## src/rtl/multicycle_main_ctrl_pkg.sv

```systemverilog
// Shared definitions for the multicycle MIPS main control FSM.
// Holds the widths, opcode constants, state encodings and mux select encodings.
// Imported by multicycle_main_ctrl and mc_ctrl_out_dec.
package multicycle_main_ctrl_pkg;

    localparam int OPW  = 6;   // opcode width (Instr[31:26])
    localparam int SELW = 2;   // width of every mux select
    localparam int STW  = 4;   // state register width

    // Supported opcodes
    localparam logic [OPW-1:0] OP_RTYPE = 6'b000000;
    localparam logic [OPW-1:0] OP_J     = 6'b000010;
    localparam logic [OPW-1:0] OP_BEQ   = 6'b000100;
    localparam logic [OPW-1:0] OP_ADDI  = 6'b001000;
    localparam logic [OPW-1:0] OP_LW    = 6'b100011;
    localparam logic [OPW-1:0] OP_SW    = 6'b101011;

    // 12 encoded states; codes 12..15 are unused and recover to FETCH
    typedef enum logic [STW-1:0] {
        S_FETCH  = 4'd0,
        S_DECODE = 4'd1,
        S_MEMADR = 4'd2,
        S_MEMRD  = 4'd3,
        S_MEMWB  = 4'd4,
        S_MEMWR  = 4'd5,
        S_EXEC   = 4'd6,
        S_ALUWB  = 4'd7,
        S_BRANCH = 4'd8,
        S_ADDIEX = 4'd9,
        S_ADDIWB = 4'd10,
        S_JUMP   = 4'd11
    } state_t;

    // ALU B-operand select
    localparam logic [SELW-1:0] ALUB_RT     = 2'b00;
    localparam logic [SELW-1:0] ALUB_FOUR   = 2'b01;
    localparam logic [SELW-1:0] ALUB_IMM    = 2'b10;
    localparam logic [SELW-1:0] ALUB_IMMSH2 = 2'b11;

    // ALU operation select
    localparam logic [SELW-1:0] ALUOP_ADD   = 2'b00;
    localparam logic [SELW-1:0] ALUOP_SUB   = 2'b01;
    localparam logic [SELW-1:0] ALUOP_FUNCT = 2'b10;

    // PC-source mux select (2'b11 is never produced)
    localparam logic [SELW-1:0] PCSRC_PC4    = 2'b00;
    localparam logic [SELW-1:0] PCSRC_ALUOUT = 2'b01;
    localparam logic [SELW-1:0] PCSRC_JUMP   = 2'b10;

    function automatic logic op_is_legal(input logic [OPW-1:0] op);
        case (op)
            OP_RTYPE, OP_J, OP_BEQ, OP_ADDI, OP_LW, OP_SW: op_is_legal = 1'b1;
            default:                                        op_is_legal = 1'b0;
        endcase
    endfunction

endpackage

```

## src/rtl/multicycle_main_ctrl_out_dec.sv

```systemverilog
// mc_ctrl_out_dec: combinational state -> control-word decoder with PCEn/MemReady gating.
// Ports: i_state/i_opcode/i_zero/i_mem_ready/i_rst_n in; every datapath select and enable out.
// Zero latency; strobes are forced low while i_rst_n is low.
module mc_ctrl_out_dec
    import multicycle_main_ctrl_pkg::*;
(
    input  logic [STW-1:0]  i_state,
    input  logic [OPW-1:0]  i_opcode,
    input  logic            i_zero,
    input  logic            i_mem_ready,
    input  logic            i_rst_n,
    output logic            o_iord,
    output logic            o_mem_write,
    output logic            o_ir_write,
    output logic            o_reg_dst,
    output logic            o_mem_to_reg,
    output logic            o_reg_write,
    output logic            o_alu_src_a,
    output logic [SELW-1:0] o_alu_src_b,
    output logic [SELW-1:0] o_alu_op,
    output logic [SELW-1:0] o_pc_src,
    output logic            o_pc_en,
    output logic            o_illegal
);

    logic w_mem_write;
    logic w_ir_write;
    logic w_reg_write;
    logic w_pc_en;
    logic w_illegal;

    always_comb begin
        // Idle control word: everything off, ALU B parked on constant 4
        o_iord       = 1'b0;
        w_mem_write  = 1'b0;
        w_ir_write   = 1'b0;
        o_reg_dst    = 1'b0;
        o_mem_to_reg = 1'b0;
        w_reg_write  = 1'b0;
        o_alu_src_a  = 1'b0;
        o_alu_src_b  = ALUB_FOUR;
        o_alu_op     = ALUOP_ADD;
        o_pc_src     = PCSRC_PC4;
        w_pc_en      = 1'b0;
        w_illegal    = 1'b0;
        case (state_t'(i_state))
            S_FETCH: begin
                // PC+4 and the IR load both complete only when memory returns the word
                w_ir_write = i_mem_ready;
                w_pc_en    = i_mem_ready;
            end
            S_DECODE: begin
                o_alu_src_b = ALUB_IMMSH2;    // branch target into ALUOut
                w_illegal   = !op_is_legal(i_opcode);
            end
            S_MEMADR: begin
                o_alu_src_a = 1'b1;
                o_alu_src_b = ALUB_IMM;
            end
            S_MEMRD: begin
                o_iord = 1'b1;
            end
            S_MEMWB: begin
                o_mem_to_reg = 1'b1;
                w_reg_write  = 1'b1;
            end
            S_MEMWR: begin
                o_iord      = 1'b1;
                w_mem_write = i_mem_ready;
            end
            S_EXEC: begin
                o_alu_src_a = 1'b1;
                o_alu_src_b = ALUB_RT;
                o_alu_op    = ALUOP_FUNCT;
            end
            S_ALUWB: begin
                o_reg_dst   = 1'b1;
                w_reg_write = 1'b1;
            end
            S_BRANCH: begin
                o_alu_src_a = 1'b1;
                o_alu_src_b = ALUB_RT;
                o_alu_op    = ALUOP_SUB;
                o_pc_src    = PCSRC_ALUOUT;
                w_pc_en     = i_zero;         // PCWrite=0, Branch=1
            end
            S_ADDIEX: begin
                o_alu_src_a = 1'b1;
                o_alu_src_b = ALUB_IMM;
            end
            S_ADDIWB: begin
                w_reg_write = 1'b1;
            end
            S_JUMP: begin
                o_pc_src = PCSRC_JUMP;
                w_pc_en  = 1'b1;
            end
            default: ;
        endcase
    end

    // Reset holds the state at FETCH, but FETCH alone would still pass MemReady through
    assign o_mem_write = w_mem_write & i_rst_n;
    assign o_ir_write  = w_ir_write  & i_rst_n;
    assign o_reg_write = w_reg_write & i_rst_n;
    assign o_pc_en     = w_pc_en     & i_rst_n;
    assign o_illegal   = w_illegal   & i_rst_n;

endmodule

```

## src/rtl/multicycle_main_ctrl.sv

```systemverilog
// Main control FSM of the multicycle MIPS datapath: state register and next-state logic.
// Ports: CLK/RST_N, Opcode/Zero/MemReady in; datapath selects, enables, Illegal, State out.
// FETCH/MEMRD/MEMWR stall on MemReady; other states advance every cycle.
module multicycle_main_ctrl
    import multicycle_main_ctrl_pkg::*;
(
    input  logic            CLK,
    input  logic            RST_N,
    input  logic [OPW-1:0]  Opcode,
    input  logic            Zero,
    input  logic            MemReady,
    output logic            IorD,
    output logic            MemWrite,
    output logic            IRWrite,
    output logic            RegDst,
    output logic            MemtoReg,
    output logic            RegWrite,
    output logic            ALUSrcA,
    output logic [SELW-1:0] ALUSrcB,
    output logic [SELW-1:0] ALUOp,
    output logic [SELW-1:0] PCSrc,
    output logic            PCEn,
    output logic            Illegal,
    output logic [STW-1:0]  State
);

    state_t r_state;
    state_t w_state_nxt;

    always_comb begin
        w_state_nxt = S_FETCH;
        case (r_state)
            S_FETCH:  w_state_nxt = MemReady ? S_DECODE : S_FETCH;
            S_DECODE: begin
                case (Opcode)
                    OP_LW, OP_SW: w_state_nxt = S_MEMADR;
                    OP_RTYPE:     w_state_nxt = S_EXEC;
                    OP_BEQ:       w_state_nxt = S_BRANCH;
                    OP_ADDI:      w_state_nxt = S_ADDIEX;
                    OP_J:         w_state_nxt = S_JUMP;
                    default:      w_state_nxt = S_FETCH;   // illegal: run as NOP
                endcase
            end
            S_MEMADR: w_state_nxt = (Opcode == OP_SW) ? S_MEMWR : S_MEMRD;
            S_MEMRD:  w_state_nxt = MemReady ? S_MEMWB : S_MEMRD;
            S_MEMWR:  w_state_nxt = MemReady ? S_FETCH : S_MEMWR;
            S_EXEC:   w_state_nxt = S_ALUWB;
            S_ADDIEX: w_state_nxt = S_ADDIWB;
            default:  w_state_nxt = S_FETCH;   // writebacks, BRANCH, JUMP, unused codes
        endcase
    end

    always_ff @(posedge CLK or negedge RST_N) begin
        if (!RST_N) r_state <= S_FETCH;
        else        r_state <= w_state_nxt;
    end

    assign State = r_state;

    mc_ctrl_out_dec u_out_dec (
        .i_state      (r_state),
        .i_opcode     (Opcode),
        .i_zero       (Zero),
        .i_mem_ready  (MemReady),
        .i_rst_n      (RST_N),
        .o_iord       (IorD),
        .o_mem_write  (MemWrite),
        .o_ir_write   (IRWrite),
        .o_reg_dst    (RegDst),
        .o_mem_to_reg (MemtoReg),
        .o_reg_write  (RegWrite),
        .o_alu_src_a  (ALUSrcA),
        .o_alu_src_b  (ALUSrcB),
        .o_alu_op     (ALUOp),
        .o_pc_src     (PCSrc),
        .o_pc_en      (PCEn),
        .o_illegal    (Illegal)
    );

endmodule

```

## config.mk

```make
export PLATFORM = sky130hd
export DESIGN_NAME = multicycle_main_ctrl
export DESIGN_NICKNAME = d
export VERILOG_FILES = /design/src/rtl/multicycle_main_ctrl_pkg.sv /design/src/rtl/multicycle_main_ctrl_out_dec.sv /design/src/rtl/multicycle_main_ctrl.sv
export SDC_FILE = /design/constraint.sdc
export NUM_CORES = 1
export LEC_CHECK = 0
export BUFFER_PORTS_ARGS = -buffer_cell sky130_fd_sc_hd__buf_4
export CAP_MARGIN = 20
export CORE_UTILIZATION = 25
export CTS_BUF_LIST = sky130_fd_sc_hd__clkbuf_8
export CTS_CLUSTER_SIZE = 25
export DETAILED_ROUTE_END_ITERATION = 10
export PLACE_DENSITY = 0.45
export SYNTH_ARGS = -nofsm -noshare
export SYNTH_HDL_FRONTEND = slang
export SYNTH_SLANG_ARGS = --single-unit
```

## constraint.sdc

```tcl
create_clock -name CLK -period 1.5 [get_ports CLK]
set_input_delay 0.45 -clock CLK [delete_from_list [all_inputs] [get_ports CLK]]
set_output_delay 0.45 -clock CLK [all_outputs]
set_load 0.05 [all_outputs]
```

==> impl_results.md, run 1 <==
* Crit path buffers/inverters at 1
* Largest net degree at the start of global routing at 9
* Register area share after synthesis at approximately 18%
* Antenna Cells at 0
* Setup slack, reg-to-reg at 0.04 ns
* DRC Markers at 0
* DR vias at 830
* Critical path capture point type: output port
* TritonCTS Buffers at 3
* H-tree depth at 1
* Filler-free cell count of the finished design at approximately 170
* RSZ-0062 raised after global routing: yes
* Cell Pwr Density at ~1600 nW/um^2
* Die area at ~2400 sq um
* Slowest cell delay on critical path at around 0.47 ns
* Worst skew pair latency at approximately 0.22 ns
* Mapped Cells at 77
* Fin crit period at 1.89 ns
* Area Growth Syn to Fin at 169%
* Initial drt markers at 0
* Crit-path slowest cell: dfrtp_2
* Syn Std Cell Area at 558 sq um
* Max-Cap Viols at 0
* Filler cells at ~170
* Startpoint types: register
* Post-synth ARST share at 100%
* Number of synthesized flops with an enable pin at 0
* Die width at 49.2 um
* Worst r2r src: State[0]
* Fmax at ~530 MHz
* CTS tree: built
* DIE HEIGHT at 49.2 um
* Core Region at 2020 sq um
* Worst R2R End: State[1]
* Peak VDD IR at about 1.2 mV
* Fin crit share at 126%
* Static Leak at 0.667 nW
* Port buffer count at 28
* Final Hold Fails at 0
* CTS clk-pin slew, worst paths at about 0.03 ns
* First-pass iteration count of the detailed router at 1
* DPL Wire Length at around 1.6 mm
* Crit path DAT at between 1 and 1.5 ns
* Starting density of the core at 27.6%
* Initial antenna violation count at 0
* Final net count at 159
* Share of cells above drive strength 1 at roughly 76%
* Num rows at 16
* Hold buffers post-CTS at 0
* Crit path kind: reg -> out
* Routed WL at approximately 2.3 mm
* CTS sink cnt at 4
* Slew Viols, Final at 0
* Status: complete, but fails checks
* Via/cell ratio at approximately 4.8
* Setup ws final at -0.387 ns
* Reg2reg path depth at 6
* Clk root buf: clkbuf_8
* Cell chain of the critical path: mux2i_1, nor3_1, a31oi_1, nor3b_4, buf_6
* Avg WL per Cell at 13.3 um
* IO Count at 29
* Ys Warns at 0
* Clock buffer depth at 2
* Failing checks: setup timing
* Top_reg_cell synth: dfrtp_1
* Largest register FFs at 4
* Avg Synthesized Cell Area at about 7.2 sq um
* HP Class: in -> async
* Final ANT Viol Nets at 0
* Post-DP Area at about 1200 sq um
* All-Layer GR Usage at 21.5%
* Pre-CTS WS at -0.319 ns
* CP Max Fanout at 7
* GR Overflow Total at 0
* First-pass GRT wire length at between 4 and 5 mm
* Fin area at 1500 sq um
* Unique masters post-synth at 32
* Worst Tran Pin Value at between 0.3 and 0.4 ns
* # setup viols final at 17
* Dpl cells at about 160
* Hold Slack at approximately 0.17 ns
* Clk_skew at about 0.0050 ns
* Post-Syn Nets at 87
* Crit-path leading delay family: flip-flops
* CP Data Required Time at 1.05 ns
* Synth Register Bits at 4
* Slew margin rel. at between 70% and 80%
* Setup_tns at -4.49 ns
* Final GP Congestion at a little over 0.7
* Vias in the first global route at roughly 950
## worst reg2reg max path, delay by kind of cell (launching register included)
family,cells,cell delay (ns)
buffers and inverters,3,0.39
AOI/OAI and AO/OA,2,0.37
and+or+nand+nor,1,0.13
DFF,1,0.40
## cell families after synthesis
kind of cell / synth area share, %
buffers and inverters: 9.42
XOR/XNOR: 3.14
AO/OA/AOI/OAI: 16.6
flip-flops: 17.9
AND/OR/NAND/NOR: 49.3
multiplexers: 3.59
## layer usage
metal,track usage (%),wire (um)
met1,23.7,943
met2,40.9,1290
met5,0,0
met4,9.31,17
met3,2.18,61
## cell usage after synthesis, types with 3 or more instances
master	number	area [sq um]
a21oi_1	3	15.0
nand3_1	3	15.0
nand2b_1	4	25.0
nand2_1	6	22.5
nor3_1	7	35.0
nor3b_1	4	30.0
nor2_1	11	41.3
buf_4	3	22.5
dfrtp_1	4	100
nor2b_1	4	25.0
## power by group
part,switching (mW),internal (mW)
Combinational,1.07,0.962
Sequential,0.0478,0.146
Clock,0.0572,0.171
Total,1.17,1.28
## repair_timing
item | 4_1_cts | 5_1_grt
endpoints found under the setup margin | 17 | 19
gates resized for setup | 47 | 9
cloned | 0 | 0
pin swaps | 7 | 7
setup buffers | 11 | 2
## metrics by stage
step                utilization [%]  power [mW]
floorplan                         -        1.30
global placement               58.3        1.77
detailed placement             58.3        1.78
CTS                            72.1        2.37
global route                   74.3        2.58
finish                         74.3        2.45
## layout by cell type (no fill, tap or decap), types with 2 or more instances in the layout
master and count:
buf_4 39, buf_6 27, buf_8 6, clkbuf_8 3, dfrtp_2 4, nand2_1 5, nand2b_4 3, nand3_1 3
nor2_1 3, nor2_4 8, nor2b_1 2, nor3_1 2, nor3_2 3, nor3_4 2, nor3b_1 2, nor3b_4 2
nor4_2 2, o21ai_0 2
## cell type report
class                   instances  area, sq um  area share, %
clock buffers                   3         41.3           2.75
multi-input cells              66          627           41.7
well taps                      27         33.8           2.25
flip-flops and latches          4          105           7.00
inverters                       2         7.51          0.500
repair buffers                 72          687           45.8
## worst max-delay path by stage
stage                     startpoint       end  slack, ns  depth (start not counted)
after floorplan             State[3]  RegWrite      -0.57                          4
after global placement     Opcode[0]   Illegal      -0.27                          6
after detailed placement   Opcode[0]   Illegal      -0.32                          6
after CTS                   State[3]      PCEn      -0.38                          5
after global routing        State[3]      PCEn      -0.44                          5
final                       State[3]      PCEn      -0.39                          5
No activity file was read; power rests on OpenSTA's default activity.
==> run 2, diff against run 1 <==
--- a/config.mk
+++ b/config.mk
@@ -12,6 +12,7 @@
 export CTS_CLUSTER_SIZE = 25
 export DETAILED_ROUTE_END_ITERATION = 10
 export PLACE_DENSITY = 0.45
+export REMOVE_ABC_BUFFERS = 1
 export SYNTH_ARGS = -nofsm -noshare
 export SYNTH_HDL_FRONTEND = slang
 export SYNTH_SLANG_ARGS = --single-unit
==> impl_results.md, run 2 (synthesis results as in run 1) <==
* Starting density of the core at approximately 28%
* H-tree depth at 1
* Crit path DAT at around 1.4 ns
* Failing checks: setup timing
* Critical path capture point type: output port
* Core Region at just over 2000 sq um
* Final design utilization at 70.4%
* Worst skew pair latency at 0.21 ns
* HP Class: in -> async
* Final ANT Viol Nets at 0
* GR Overflow Total at 0
* # setup viols final at 18
* Met2 Use GR at a little under two fifths
* Routing usage on met1 at around 18%
* Die area at 2430 sq um
* Clock buffer depth at 2
* Final GP Congestion at between 0.7 and 0.8
* Setup slack, reg-to-reg at -0.01 ns
* Post-DP Area at 1030 sq um
* CTS tree: built
* Most common cell after layout, fill and taps aside: buf_4
* Vias in the first global route at roughly 850
* Reg2reg path depth at 7
* Worst Tran Pin Value at roughly 0.37 ns
* TritonCTS Buffers at 3
* Register area at roughly 100 sq um
* Status: complete, but fails checks
* Initial antenna violation count at 0
* Slew Viols, Final at 0
* Slew margin rel. at between 70% and 80%
* CP Data Required Time at ~1.1 ns
* DR vias at 863
* Fin crit period at between 1.5 and 2 ns
* Area occupied by multi-input gates at approximately 560 sq um
* Max-Cap Viols at 0
* First-pass iteration count of the detailed router at 4
* Setup ws final at -0.390 ns
* Worst r2r src: State[0]
* Filler cells at 161
* Filler-free cell count of the finished design at about 180
* CTS clk-pin slew, worst paths at 0.03 ns
* Largest net degree at the start of global routing at 8
* Cell Pwr Density at roughly 1600 nW/um^2
* GRT met3 Usage at 4.36%
* Setup_tns at -4.53 ns
* Share of cells above drive strength 1 at 69.8%
* Die width at 49.2 um
* Fin crit share at 126%
* Via/cell ratio at ~4.9
* IO Count at 29
* Initial drt markers at 12
* Antenna Cells at 0
* Peak VDD IR at approximately 1.1 mV
* All-Layer GR Usage at 18.0%
* Crit path kind: reg -> out
* DIE HEIGHT at a little under 50 um
* Port buffer count at 28
* Fmax at between 500 and 600 MHz
* Static Leak at about 0.65 nW
* Clk root buf: clkbuf_8
* Most frequent cells in the layout: buf_4 (45), buf_6 (26), nor2_4 (5), nor2_1 (5), nand2_1 (5)
* First-pass GRT wire length at 3.43 mm
* Area Growth Syn to Fin at 155%
* DPL Wire Length at around 1.5 mm
* Worst R2R End: State[2]
* Hold buffers post-CTS at 0
* Final net count at roughly 160
* Clk_skew at 0.000817 ns
* Dpl cells at roughly 160
* Largest register FFs at 4
* RSZ-0062 raised after global routing: yes
* Startpoint types: register
* Fin area at about 1400 sq um
* CTS sink cnt at 4
* DRC Markers at 0
* CP Max Fanout at 7
* Num rows at 16
* Final Hold Fails at 0
* Routed WL at ~2.2 mm
* Most used routing layer: met2
* Avg WL per Cell at between 10 and 15 um
==> run 2: cell types whose count changed in the layout (fill, tap and decap cells not counted), sizes merged <==
cell	delta
buf	+2
==> run 2: critical path: stages, from the launching register on <==
cell and delay [ns]:
dfrtp_2 0.45, nand2b_4 0.18, mux2i_1 0.14, a21oi_1 0.10, nor2b_1 0.17, buf_6 0.18
==> run 2: power breakdown <==
group	internal, mW	total, mW	switching, mW
clock network	0.170	0.218	0.0481
logic	0.878	1.89	1.01
registers	0.144	0.188	0.0437
total	1.19	2.30	1.10
==> run 2: stage by stage <==
stage | total power, mW | worst slack, ns | hold slack, ns
after detailed placement | 1.53 | -0.281 | 0.386
after floorplan | 0.936 | -1.93 | 0.154
after CTS | 2.09 | -0.353 | 0.166
final | 2.30 | -0.390 | 0.164
after global placement | 1.52 | -0.236 | 0.391
after global routing | 2.41 | -0.461 | 0.168
==> run 2: how the worst max path moves through the flow <==
stage                     cells after the start  slack (ns)       end       from
final                                         5       -0.39  RegWrite   State[3]
after global routing                          5       -0.46  RegWrite   State[3]
after CTS                                     5       -0.35      PCEn   State[3]
after detailed placement                      6       -0.28   Illegal  Opcode[0]
after global placement                        4       -0.24  MemWrite   State[3]
after floorplan                               4       -1.93  RegWrite   State[2]
==> run 2: cell type report <==
type,count,area share (%)
Timing Repair Buffer,74,47.5
Sequential cell,4,7.30
Clock buffer,3,2.90
Multi-Input combinational cell,66,39.4
Inverter,2,0.528
Tap cell,27,2.37
==> run 2: per-layer routing <==
layer | routed length, um | vias up
met3 | 89 | 0
li1 | - | 424
met5 | 0 | -
met1 | 855 | 411
met2 | 1270 | 28
met4 | 0 | 0
==> run 2: what timing repair did <==
action                                  in CTS  in global routing
gates resized for setup                     42                 25
setup buffers                                6                  4
endpoints found under the setup margin      17                 18
pin swaps                                    7                  7
